===== src/rtl/mem_stage_if.sv =====
// Handshake and data bus bundle around the MEM pipeline stage: EX->MEM, MEM->WB,
// data-SRAM response, flush and hazard/status feedback.
interface mem_stage_if #(
  parameter int unsigned ES_TO_MS_BUS_WD = 91,
  parameter int unsigned MS_TO_WS_BUS_WD = 87
);
  logic                       es_to_ms_valid;
  logic [ES_TO_MS_BUS_WD-1:0] es_to_ms_bus;
  logic                       ms_allowin;
  logic                       ws_allowin;
  logic                       ms_to_ws_valid;
  logic [MS_TO_WS_BUS_WD-1:0] ms_to_ws_bus;
  logic                       data_sram_data_ok;
  logic [31:0]                data_sram_rdata;
  logic                       flush;
  logic [4:0]                 ms_rf_dest;
  logic [31:0]                ms_fwd_data;
  logic                       ms_fwd_ready;
  logic                       ms_inst_mfc0_o;
  logic                       ms_ex_o;

  // Environment side: EX, WB and the data SRAM
  modport master (
    output es_to_ms_valid, es_to_ms_bus, ws_allowin, data_sram_data_ok, data_sram_rdata, flush,
    input  ms_allowin, ms_to_ws_valid, ms_to_ws_bus, ms_rf_dest, ms_fwd_data, ms_fwd_ready,
           ms_inst_mfc0_o, ms_ex_o
  );

  // MEM stage side
  modport slave (
    input  es_to_ms_valid, es_to_ms_bus, ws_allowin, data_sram_data_ok, data_sram_rdata, flush,
    output ms_allowin, ms_to_ws_valid, ms_to_ws_bus, ms_rf_dest, ms_fwd_data, ms_fwd_ready,
           ms_inst_mfc0_o, ms_ex_o
  );
endinterface


===== src/rtl/mem_stage.sv =====
// MEM pipeline stage: waits for data-SRAM load responses, aligns/extends load data,
// and drops responses that belong to instructions flushed while still waiting.
module mem_stage #(
  parameter int unsigned ES_TO_MS_BUS_WD = 91,
  parameter int unsigned MS_TO_WS_BUS_WD = 87
) (
  input logic           clk,
  input logic           resetn,
  mem_stage_if.slave    bus_io
);

  logic                       ms_valid_q;
  logic [ES_TO_MS_BUS_WD-1:0] bus_q;
  logic                       resp_buf_v_q;
  logic [31:0]                resp_buf_q;
  logic [1:0]                 cancel_cnt_q, cancel_cnt_d;

  logic [31:0] pc, alu_result;
  logic [4:0]  dest;
  logic [3:0]  gr_strb;
  logic        mtc0, mfc0, syscall, eret, bd, ex;
  logic [7:0]  cp0_addr;
  logic [2:0]  load_op;
  logic        need_resp;

  assign pc         = bus_q[31:0];
  assign alu_result = bus_q[63:32];
  assign dest       = bus_q[68:64];
  assign gr_strb    = bus_q[72:69];
  assign mtc0       = bus_q[73];
  assign mfc0       = bus_q[74];
  assign syscall    = bus_q[75];
  assign eret       = bus_q[76];
  assign bd         = bus_q[77];
  assign ex         = bus_q[78];
  assign cp0_addr   = bus_q[86:79];
  assign load_op    = bus_q[89:87];
  assign need_resp  = bus_q[90];

  logic resp_hit, ms_ready_go, ms_allowin, load_in, cancel_inc, cancel_dec;

  assign resp_hit    = bus_io.data_sram_data_ok && (cancel_cnt_q == 2'd0);
  assign ms_ready_go = !need_resp || resp_buf_v_q || (resp_hit && ms_valid_q);
  assign ms_allowin  = !ms_valid_q || (ms_ready_go && bus_io.ws_allowin);
  assign load_in     = bus_io.es_to_ms_valid && ms_allowin;

  // A flushed entry whose response is still outstanding leaves one stale data_ok to discard
  assign cancel_inc = bus_io.flush && ms_valid_q && need_resp && !resp_buf_v_q && !resp_hit;
  assign cancel_dec = bus_io.data_sram_data_ok && (cancel_cnt_q != 2'd0);

  always_comb begin
    cancel_cnt_d = cancel_cnt_q;
    if (cancel_inc && !cancel_dec) begin
      if (cancel_cnt_q != 2'd3) cancel_cnt_d = cancel_cnt_q + 2'd1;
    end else if (cancel_dec && !cancel_inc) begin
      cancel_cnt_d = cancel_cnt_q - 2'd1;
    end
  end

  always_ff @(posedge clk or negedge resetn) begin
    if (!resetn) begin
      ms_valid_q   <= 1'b0;
      bus_q        <= '0;
      resp_buf_v_q <= 1'b0;
      resp_buf_q   <= '0;
      cancel_cnt_q <= 2'd0;
    end else begin
      cancel_cnt_q <= cancel_cnt_d;
      if (bus_io.flush) begin
        ms_valid_q <= 1'b0;
      end else if (ms_allowin) begin
        ms_valid_q <= bus_io.es_to_ms_valid;
      end
      if (load_in) begin
        bus_q        <= bus_io.es_to_ms_bus;
        resp_buf_v_q <= 1'b0;
      end else if (resp_hit && ms_valid_q && need_resp && !resp_buf_v_q) begin
        // Hold the response while WB stalls so it is never lost
        resp_buf_q   <= bus_io.data_sram_rdata;
        resp_buf_v_q <= 1'b1;
      end
    end
  end

  logic [31:0] load_data, load_ext, final_result;
  logic [7:0]  load_byte;
  logic [15:0] load_half;

  assign load_data = resp_buf_v_q ? resp_buf_q : bus_io.data_sram_rdata;
  assign load_half = alu_result[1] ? load_data[31:16] : load_data[15:0];

  always_comb begin
    load_byte = load_data[7:0];
    unique case (alu_result[1:0])
      2'd0: load_byte = load_data[7:0];
      2'd1: load_byte = load_data[15:8];
      2'd2: load_byte = load_data[23:16];
      2'd3: load_byte = load_data[31:24];
    endcase
  end

  always_comb begin
    load_ext     = load_data;
    final_result = alu_result;
    case (load_op)
      3'd1: load_ext = {{24{load_byte[7]}}, load_byte};
      3'd2: load_ext = {24'd0, load_byte};
      3'd3: load_ext = {{16{load_half[15]}}, load_half};
      3'd4: load_ext = {16'd0, load_half};
      default: load_ext = load_data;
    endcase
    if (load_op >= 3'd1 && load_op <= 3'd5) final_result = load_ext;
  end

  assign bus_io.ms_allowin     = ms_allowin;
  assign bus_io.ms_to_ws_valid = ms_valid_q && ms_ready_go && !bus_io.flush;
  assign bus_io.ms_to_ws_bus   = {cp0_addr, ex, bd, eret, syscall, mfc0, mtc0, gr_strb, dest,
                                  final_result, pc};
  assign bus_io.ms_rf_dest     = (ms_valid_q && gr_strb != 4'd0) ? dest : 5'd0;
  assign bus_io.ms_fwd_data    = final_result;
  assign bus_io.ms_fwd_ready   = ms_valid_q && ms_ready_go;
  assign bus_io.ms_inst_mfc0_o = ms_valid_q && mfc0;
  assign bus_io.ms_ex_o        = ms_valid_q && ex;

endmodule


===== src/flat_wrapper.sv =====
// flat-port wrapper written by rule: the top's interface ports become plain ports
module mem_stage_flat 
#(
  parameter int unsigned ES_TO_MS_BUS_WD = 91,
  parameter int unsigned MS_TO_WS_BUS_WD = 87
)
  (clk, resetn, bus_io_es_to_ms_valid, bus_io_es_to_ms_bus, bus_io_ws_allowin, bus_io_data_sram_data_ok, bus_io_data_sram_rdata, bus_io_flush, bus_io_ms_allowin, bus_io_ms_to_ws_valid, bus_io_ms_to_ws_bus, bus_io_ms_rf_dest, bus_io_ms_fwd_data, bus_io_ms_fwd_ready, bus_io_ms_inst_mfc0_o, bus_io_ms_ex_o);
  mem_stage_if #(.ES_TO_MS_BUS_WD(ES_TO_MS_BUS_WD), .MS_TO_WS_BUS_WD(MS_TO_WS_BUS_WD)) bus_io_i ();
  input logic clk;
  input logic resetn;
  input wire logic [$bits(bus_io_i.es_to_ms_valid)-1:0] bus_io_es_to_ms_valid;
  input wire logic [$bits(bus_io_i.es_to_ms_bus)-1:0] bus_io_es_to_ms_bus;
  input wire logic [$bits(bus_io_i.ws_allowin)-1:0] bus_io_ws_allowin;
  input wire logic [$bits(bus_io_i.data_sram_data_ok)-1:0] bus_io_data_sram_data_ok;
  input wire logic [$bits(bus_io_i.data_sram_rdata)-1:0] bus_io_data_sram_rdata;
  input wire logic [$bits(bus_io_i.flush)-1:0] bus_io_flush;
  output wire logic [$bits(bus_io_i.ms_allowin)-1:0] bus_io_ms_allowin;
  output wire logic [$bits(bus_io_i.ms_to_ws_valid)-1:0] bus_io_ms_to_ws_valid;
  output wire logic [$bits(bus_io_i.ms_to_ws_bus)-1:0] bus_io_ms_to_ws_bus;
  output wire logic [$bits(bus_io_i.ms_rf_dest)-1:0] bus_io_ms_rf_dest;
  output wire logic [$bits(bus_io_i.ms_fwd_data)-1:0] bus_io_ms_fwd_data;
  output wire logic [$bits(bus_io_i.ms_fwd_ready)-1:0] bus_io_ms_fwd_ready;
  output wire logic [$bits(bus_io_i.ms_inst_mfc0_o)-1:0] bus_io_ms_inst_mfc0_o;
  output wire logic [$bits(bus_io_i.ms_ex_o)-1:0] bus_io_ms_ex_o;
  assign bus_io_i.es_to_ms_valid = bus_io_es_to_ms_valid;
  assign bus_io_i.es_to_ms_bus = bus_io_es_to_ms_bus;
  assign bus_io_i.ws_allowin = bus_io_ws_allowin;
  assign bus_io_i.data_sram_data_ok = bus_io_data_sram_data_ok;
  assign bus_io_i.data_sram_rdata = bus_io_data_sram_rdata;
  assign bus_io_i.flush = bus_io_flush;
  assign bus_io_ms_allowin = bus_io_i.ms_allowin;
  assign bus_io_ms_to_ws_valid = bus_io_i.ms_to_ws_valid;
  assign bus_io_ms_to_ws_bus = bus_io_i.ms_to_ws_bus;
  assign bus_io_ms_rf_dest = bus_io_i.ms_rf_dest;
  assign bus_io_ms_fwd_data = bus_io_i.ms_fwd_data;
  assign bus_io_ms_fwd_ready = bus_io_i.ms_fwd_ready;
  assign bus_io_ms_inst_mfc0_o = bus_io_i.ms_inst_mfc0_o;
  assign bus_io_ms_ex_o = bus_io_i.ms_ex_o;
  mem_stage #(.ES_TO_MS_BUS_WD(ES_TO_MS_BUS_WD), .MS_TO_WS_BUS_WD(MS_TO_WS_BUS_WD)) u_core (.clk(clk), .resetn(resetn), .bus_io(bus_io_i));
endmodule

===== config.mk =====
export PLATFORM = sky130hd
export DESIGN_NAME = mem_stage_flat
export DESIGN_NICKNAME = d
export VERILOG_FILES = /design/src/rtl/mem_stage_if.sv /design/src/rtl/mem_stage.sv /design/src/flat_wrapper.sv
export SDC_FILE = /design/constraint.sdc
export NUM_CORES = 1
export LEC_CHECK = 0
export ABC_CLOCK_PERIOD_IN_PS = 2360
export CORE_AREA = 4 4 210 110
export DETAILED_ROUTE_END_ITERATION = 8
export DIE_AREA = 0 0 214 114
export RECOVER_POWER = 50
export SLEW_MARGIN = 25
export SYNTH_ARGS = -nofsm -noshare
export SYNTH_HDL_FRONTEND = slang
export SYNTH_SLANG_ARGS = --single-unit

===== constraint.sdc =====
create_clock -name clk -period 2.36 [get_ports clk]
set_input_delay 0.354 -clock clk [delete_from_list [all_inputs] [get_ports clk]]
set_output_delay 0.354 -clock clk [all_outputs]
set_load 0.01 [all_outputs]

Word-level counts from Yosys, hierarchy flattened. Index checks and enable logic that the tools add are counted.

Add/subtract/negate cells: 2. $lt $le $gt $ge: 2. Eq/ne operators: 9. Muxes and demuxes: 13. Bitwise gates (word level): 1. Reductions and logical operators: 38.

Operator list (number): $pmux 32 s4 (1); $mux 32 (2); $pmux 8 s4 (1); $logic_and 1x1->1 (19); $mux 16 (1); $reduce_bool 2->1 (4); $logic_not 1->1 (7); $eq 3x2->1 const B (2); $mux 2 (3); $mux 5 (1); $eq 2x2->1 const B (2); $logic_not 2->1 (2); $mux 1 (4); $ne 2x2->1 const B (2); $reduce_and 2->1 (2); $reduce_bool 4->1 (1); $eq 3x1->1 const B (1); $eq 3x3->1 const B (1); $ge 3x1->1 const B (1); $le 3x3->1 const B (1); $logic_or 1x1->1 (3); $add 2x1->2 const B (1); $eq 2x1->1 const B (1); $sub 2x1->2 const B (1); $not 1->1 (1).

Bits in registers: 127. Bits of input ports: 129. Output and inout bits: 129. Logic and storage cells: 70.

Depth between registers and ports, before layout. Gate-level depths: netlist of the first run.

Word-level depth: 9. Mapped depth: 8.

Worst setup path after synthesis of the first run. Ideal clock, no wire load.

Path kind: register -> output. From: register u_core.resp_buf_v_q. To: output bus_io_ms_to_ws_bus[44]. Arrival time: 1.877 ns. Data required time: 2.006 ns. Setup slack: 0.129 ns. Cell stages (with the launch flop): 7. Buffers on the path: 1. Cell sequence: dfrtp_1 -> mux4_2 -> mux2i_4 -> nand3_1 -> o21ai_1 -> a31oi_1 -> buf_4.

Word-level cells in the longest chain between the ends: 4. Elaborated cells on any way between the ends: 5.

Ends and longest elaborated chain: start, declared (line mem_stage.sv:14) `logic resp_buf_v_q;`; start signal, assigned (line mem_stage.sv:64) `resp_buf_v_q <= 1'b0;`; start signal, assigned (line mem_stage.sv:76) `resp_buf_v_q <= 1'b0;`; start signal, assigned (line mem_stage.sv:80) `resp_buf_v_q <= 1'b1;`; $mux 32 (*) (line mem_stage.sv:89) `assign load_data = resp_buf_v_q ? resp_buf_q : bus_io.data_sram_rdata;`; $pmux 8 s4 or $mux 16 (tied branches) (line mem_stage.sv:94, mem_stage.sv:90); $pmux 32 s4 (*) (line mem_stage.sv:105) `case (load_op)`; $mux 32 (*) (line mem_stage.sv:112) `if (load_op >= 3'd1 && load_op <= 3'd5) final_result = load_ext;`; end, declared (line flat_wrapper.sv:19) `output wire logic [$bits(bus_io_i.ms_to_ws_bus)-1:0] bus_io_ms_to_ws_bus;`.

Every way passes the cells marked *; elsewhere a longest branch is shown, timed or not.

Worst setup path after layout of the first run.
From: register u_core.resp_buf_v_q. To: output bus_io_ms_fwd_data[1].

Word-level cells in the longest chain between the ends: 4. Elaborated cells on any way between the ends: 5.

Ends and longest elaborated chain: $mux 32 (*) (line mem_stage.sv:89); $pmux 8 s4 or $mux 16 (tied branches) (line mem_stage.sv:94, mem_stage.sv:90); $pmux 32 s4 (*) (line mem_stage.sv:105); $mux 32 (*) (line mem_stage.sv:112); end, declared (line flat_wrapper.sv:21) `output wire logic [$bits(bus_io_i.ms_fwd_data)-1:0] bus_io_ms_fwd_data;`.

Marked as above.

==> flow_summary.yaml, run 1 <==
worst_setup_path:
  r2r_end: "u_core.bus_q[51]$_DFFE_PN0P_"
  required_ns: 2.01
  cp_num_buf_inv: 6
  startpoint: "u_core.resp_buf_v_q$_DFFE_PN0P_"
  arrival_ns: 2.47
  critPathMaxFanout: 6
  cp-end-kind: "output port"
  ff2ff_setup_slack_ns: 0.32
  slowest_stage: "dfrtp_2"
  cp.depth: 11
  worstReg2RegStart: "u_core.ms_valid_q$_DFFE_PN0P_"
  critPathKind: "reg2out"
  critical-path-max-stage-delay_ns: 0.46
  ff2ff_path_depth: 7
  start_kind: "register"
  crit_end: "bus_io_ms_fwd_data[1]"
  worstPathCellList: "buf_4 -> buf_12 -> buf_12 -> buf_6 -> mux2i_4 -> buf_6 -> nand2_2 -> o211ai_1 -> a31oi_2 -> mux2_4 -> buf_6"
  cp_top_family: "buffers and inverters"
  crit_path_frequent_cell: "buf_6"
timing:
  maxSlewViolCount: 0
  fin_skew_ns: 0.004999
  hold_violations: 0
  max_slew_margin: 0.2341
  worst_pin_slew_ns: 1.149
  hold-worst-slack_ns: 0.4840
  fmaxAchievable_ghz: 0.3539
  fin_crit_sh: 1.197
  fin_tns_setup_ns: -23.61
  layout_min_cycle_time_ns: 2.826
  rsz0062_at_grt: "true"
  timing.final.ws_setup_ns: -0.4659
  setup_viol: 65
logic_synthesis:
  synth_fp_nets: 777
  synth_top_cells_by_area: "dfrtp_1 (43%), mux2_1 (12%), mux2_2 (9.5%)"
  synth_top_flop_cell: "dfrtp_1"
  syn_area_mm2: 0.007343
  yosysSeqAreaShare: 0.4328
  ys_seq_elements: 127
  yosys.area.top_type: "dfrtp_1"
  synth.top_cell.area_share: 0.4328
  yosysWarningCount: 0
  syn_inst: 648
  ys_types: 50
  synth_most_common_cell: "dfrtp_1"
  syn_area_per_cell_um2: 11.33
  synthTopCellsByCount: "dfrtp_1 (127), buf_4 (90), mux2_1 (79)"
  synth_edf_count: 0
  async_reset_ff_frac: 1.000
pwr:
  power_frac_comb: 0.400
  p_switching_mw: 3.090
  ir_worst_vdd_mv: 0.5812
  seqPwrFrac: 0.302
  p_per_area_mw_per_mm2: 865.9
  p_leak_nw: 4.809
  clkPwrFrac: 0.298
  p_sw_frac: 0.3162
  p_int_mw: 6.681
floorplan:
  dieArea_mm2: 0.02440
  core.rowCount: 38
  ios: 258
  core_mm2: 0.02125
  fp.dieH_um: 114
  start_util: 0.3455
  die_x_um: 214
cells_and_area:
  area_delta_synth_final_pct: 53.67
  final_cells: 1223
  final_nets: 1059
  ff_latch_area_mm2: 0.003182
  drive_above_1_share: 0.3902
  multi_input_area_mm2: 0.003595
  n_fill_cell: 1883
  diodes: 0
global_routing:
  grt_overflow: 0
  grt_pass1_vias: 6263
  grt_pass1_wl_mm: 36.35
  grt_max_degree: 45
  antenna_found_initial: 3
  grtUsageTotal: 0.1948
clocking:
  clkTransAtPathRegs_ns: 0.05
  clk_latency_ns: 0.42
  cts_max_path_buffers: 2
  cts_buffers: 17
  cts_sinks: 127
  cts_tree: "built"
  h-tree-depth: 4
  cts_root_buffer: "clkbuf_16"
detailed_routing:
  dr.pass1.iters: 5
  drtAntennaViolNets: 0
  met3_length_mm: 1.775
  wl_per_cell_um: 19.13
  vias: 5855
  wl_mm: 23.39
  drtIter0Drc: 273
  topRoutingLayerUsed: "met5"
  drc: 0
  vias_per_cell: 4.787
  dr_wl_met2_mm: 9.517
  met1Wirelength_mm: 11.73
outcome:
  outcome: "finished with violations"
  violations: "negative setup slack"
placement:
  place_congestion: 0.8349
  port_buffers: 257
  dp_hpwl_mm: 17.63
  place_inst: 1156
  dp_slack_ns: -0.7409
job:
  cap_viol_max_count: 0
hold_path:
  hp-class: "reg2reg"
==> worst reg2reg max path: cells and delay by family (launching register included) <==
kind,cells,cell delay (ns)
buffers and inverters,2,0.40
DFF,1,0.42
muxes,1,0.38
AOI/OAI and AO/OA,2,0.48
and+or+nand+nor,2,0.24
==> per-layer routing <==
layer | vias up | GRT usage
li1 | 2761 | -
met4 | 6 | 0.05654
met2 | 181 | 0.2689
met5 | - | 0
met3 | 28 | 0.06974
met1 | 2879 | 0.2855
==> area by class of cell <==
class	instances	share of cell area
multi-input combinational	391	0.3185
timing repair buffer	387	0.3079
sequential	127	0.2820
clock buffer	23	0.04502
tap	280	0.03105
clock inverter	9	0.01353
inverter	6	0.001996
==> cells by family after synthesis <==
| family | share of synthesized area |
|---|---|
| muxes | 0.2738 |
| and+or+nand+nor | 0.08128 |
| buffers and inverters | 0.1280 |
| DFF | 0.4328 |
| AOI/OAI and AO/OA | 0.08298 |
| xor gates and xnor gates | 0.001193 |
==> power groups by stage <==
stage / registers, mW / logic (mW) / clock network [mW]
2_1_floorplan: 2.88 / 2.15 / 0
3_3_place_gp: 2.95 / 3.72 / 0
3_5_place_dp: 2.97 / 3.73 / 0
4_1_cts: 2.95 / 3.93 / 2.99
5_1_grt: 3.02 / 4.18 / 3.08
6_report: 2.95 / 3.90 / 2.91
==> stage by stage <==
stage,power (mW),cell area (um^2),utilization
6_report,9.771,11280,0.5310
5_1_grt,10.29,11280,0.5310
4_1_cts,9.871,11280,0.5309
3_5_place_dp,6.707,10170,0.4784
3_3_place_gp,6.677,10170,0.4784
2_1_floorplan,5.029,7343,-
==> timing repair <==
item / 4_1_cts / 5_1_grt
gates resized for setup: 361 / 19
cloned: 1 / 0
hold buffers: 1 / 0
setup endpoints to repair: 72 / 67
buffers inserted: 33 / 3
pin swaps: 24 / 19
endpoints found under the hold margin: 41 / 0
==> worst min-delay path by stage <==
| stage | startpoint | to | cells after the start | slack (ns) |
|---|---|---|---|---|
| global placement | resetn | u_core.bus_q[11]$_DFFE_PN0P_ | 1 | 0.32 |
| detailed placement | resetn | u_core.bus_q[11]$_DFFE_PN0P_ | 1 | 0.32 |
| finish | u_core.bus_q[26]$_DFFE_PN0P_ | u_core.bus_q[26]$_DFFE_PN0P_ | 1 | 0.48 |
| floorplan | resetn | u_core.bus_q[0]$_DFFE_PN0P_ | 0 | 0.06 |
| CTS | resetn | u_core.bus_q[11]$_DFFE_PN0P_ | 2 | 0.43 |
| global route | u_core.bus_q[26]$_DFFE_PN0P_ | u_core.bus_q[26]$_DFFE_PN0P_ | 1 | 0.49 |
==> state kept, by name, indices dropped and copies added, names as in the netlist <==
signal               cells
u_core.bus_q            91
u_core.resp_buf_q       32
u_core.cancel_cnt_q      2
u_core.ms_valid_q        1
u_core.resp_buf_v_q      1
==> layout by cell type, fill, tap and decap left out, types with 11 or more instances in the layout <==
| cell | n |
|---|---|
| buf_4 | 100 |
| nand2_1 | 38 |
| dfrtp_1 | 124 |
| mux2i_1 | 17 |
| mux2_2 | 56 |
| mux2_1 | 79 |
| nor2_1 | 48 |
| buf_2 | 49 |
| clkbuf_16 | 17 |
| buf_6 | 34 |
| a21oi_4 | 11 |
| a21oi_2 | 20 |
| clkdlybuf4s50_1 | 184 |
(Power assumes the default switching activity.)
==> run 2: changes to the inputs <==
- CTS_BUF_LIST: not set -> sky130_fd_sc_hd__clkbuf_8
==> flow_summary.yaml, run 2 (synthesis results as in run 1) <==
pwr:
  p_switching_mw: 3.046
  ir_worst_vdd_mv: 0.4226
  clkPwrFrac: 0.243
  p_sw_frac: 0.3327
  p_int_mw: 6.111
  seqPwrFrac: 0.322
  p_leak_nw: 4.731
  power_frac_comb: 0.435
  p_per_area_mw_per_mm2: 815.7
detailed_routing:
  wl_per_cell_um: 19.08
  dr.pass1.iters: 4
  wl_mm: 23.39
  vias_per_cell: 4.756
  vias: 5831
  drtAntennaViolNets: 0
  drtIter0Drc: 317
  drc: 0
floorplan:
  fp.dieH_um: 114
  core_mm2: 0.02125
  dieArea_mm2: 0.02440
  die_x_um: 214
  ios: 258
  core.rowCount: 38
  start_util: 0.3455
cells_and_area:
  largest_reg_flops: 91
  final_nets: 1061
  drive_above_1_share: 0.4011
  top_register: "u_core.bus_q"
  final_cells: 1226
  final_common_cell: "clkdlybuf4s50_1"
  area_delta_synth_final_pct: 52.87
  top_regs: "u_core.bus_q (91), u_core.resp_buf_q (32), u_core.cancel_cnt_q (2)"
  most-common-layout-cells: "clkdlybuf4s50_1 (156), dfrtp_1 (123), buf_4 (100), mux2_1 (79), mux2_2 (55)"
worst_setup_path:
  critPathMaxFanout: 7
  worstReg2RegStart: "u_core.resp_buf_v_q$_DFFE_PN0P_"
  cp-end-kind: "output port"
  slowest_stage: "mux4_2"
  critical-path-max-stage-delay_ns: 0.51
  worstPathCellList: "buf_6 -> mux4_2 -> mux2i_4 -> nand2_2 -> a2bb2oi_4 -> buf_8 -> a21oi_2 -> buf_2"
  arrival_ns: 2.48
  startpoint: "u_core.resp_buf_v_q$_DFFE_PN0P_"
  start_kind: "register"
  required_ns: 2.01
  critPathKind: "reg2out"
global_routing:
  antenna_found_initial: 3
  grt_pass1_vias: 6242
  grtUsageTotal: 0.1942
  grt_pass1_wl_mm: 36.14
  grt_overflow: 0
  grt_max_degree: 45
placement:
  port_buffers: 257
  dp_hpwl_mm: 17.63
  place_congestion: 0.8349
  place_inst: 1156
clocking:
  cts_sinks: 127
  cts_buffers: 17
  h-tree-depth: 4
  clkTransAtPathRegs_ns: 0.07
  clk_latency_ns: 0.47
  cts_max_path_buffers: 2
  cts_root_buffer: "clkbuf_8"
  cts_tree: "built"
hold_path:
  hp-class: "in2reg"
  min-delay-start: "bus_io_es_to_ms_bus[73]"
timing:
  max_slew_margin: 0.2334
  rsz0062_at_grt: "true"
  fin_skew_ns: 0.007934
  layout_min_cycle_time_ns: 2.832
  worst_pin_slew_ns: 1.150
  timing.final.ws_setup_ns: -0.4717
  maxSlewViolCount: 0
  fin_crit_sh: 1.200
  setup_viol: 67
  hold_violations: 0
  fin_tns_setup_ns: -26.36
  fmaxAchievable_ghz: 0.3532
outcome:
  violations: "negative setup slack"
  outcome: "finished with violations"
job:
  cap_viol_max_count: 0
## run 2: cell count changes in the layout (fill, tap and decap cells not counted), moves of 3 or more
cell	previous run	this run
clkbuf_8	6	23
dlygate4sd3_1	1	29
buf_2	49	41
nand2_1	38	35
clkbuf_2	2	6
dlymetal6s2s_1	3	0
clkdlybuf4s50_1	184	156
buf_6	34	40
o21ai_2	1	4
clkbuf_16	17	1
## run 2: final timing paths
kind                       slack [ns]                             to  cells past startpoint
max in group asynchronous        0.39  u_core.ms_valid_q$_DFFE_PN0P_                      3
min                              0.47   u_core.bus_q[73]$_DFFE_PN0P_                      2
min reg2reg                      0.48   u_core.bus_q[26]$_DFFE_PN0P_                      1
max                             -0.47         bus_io_ms_fwd_data[19]                      8
max reg2reg                      0.24   u_core.bus_q[37]$_DFFE_PN0P_                      6
min in group asynchronous        0.64    u_core.bus_q[9]$_DFFE_PN0P_                      2
## run 2: area by class of cell
cell class	instances	area [um^2]
timing repair buffer	389	3538
antenna	1	2.502
clock inverter	9	152.6
multi-input combinational	391	3660
sequential	127	3183
fill	1910	10030
tap	280	350.3
inverter	6	22.52
clock buffer	23	316.6
## run 2: stage by stage
stage	util	hold WS [ns]	total power [mW]	area [um^2]	setup slack, ns
2_1_floorplan	-	0.05841	5.029	7343	0.1286
3_3_place_gp	0.4784	0.3187	6.677	10170	-0.7120
3_5_place_dp	0.4784	0.3227	6.707	10170	-0.7409
4_1_cts	0.5228	0.3536	9.186	11110	-0.5632
5_1_grt	0.5281	0.4497	9.670	11220	-0.6360
6_report	0.5282	0.4748	9.157	11230	-0.4717
## run 2: power groups by stage
| stage | Combinational, mW | Sequential (mW) | Clock [mW] |
|---|---|---|---|
| 4_1_cts | 3.94 | 2.94 | 2.30 |
| 3_5_place_dp | 3.73 | 2.97 | 0 |
| 3_3_place_gp | 3.72 | 2.95 | 0 |
| 2_1_floorplan | 2.15 | 2.88 | 0 |
| 5_1_grt | 4.27 | 3.02 | 2.38 |
| 6_report | 3.99 | 2.95 | 2.22 |
## run 2: repair_timing
action,4_1_cts,5_1_grt
pin swaps,25,20
endpoints found under the hold margin,41,0
gates resized for setup,367,39
cloned,1,1
setup buffers,31,6
hold buffers,1,0
endpoints found under the setup margin,72,66
## run 2: critical path, delay by kind of cell (launching register included)
family,cells,cell delay (ns)
AND/OR/NAND/NOR,1,0.09
AO/OA/AOI/OAI,2,0.28
buffers and inverters,3,0.46
flip-flops,1,0.46
multiplexers,2,0.71
## run 2: routing by layer
metal,up-vias,part of all wire,GRT usage
met1,2874,0.49,0.2825
met2,167,0.41,0.2672
met5,-,0.0015,0
met3,26,0.083,0.07453
met4,6,0.012,0.05524
li1,2758,-,-
==> run 3: changes to the inputs <==
- SLEW_MARGIN: 25 -> 20
==> results of run 3 <==
No change in the layout: final DEF, timing and power equal those of run 2.
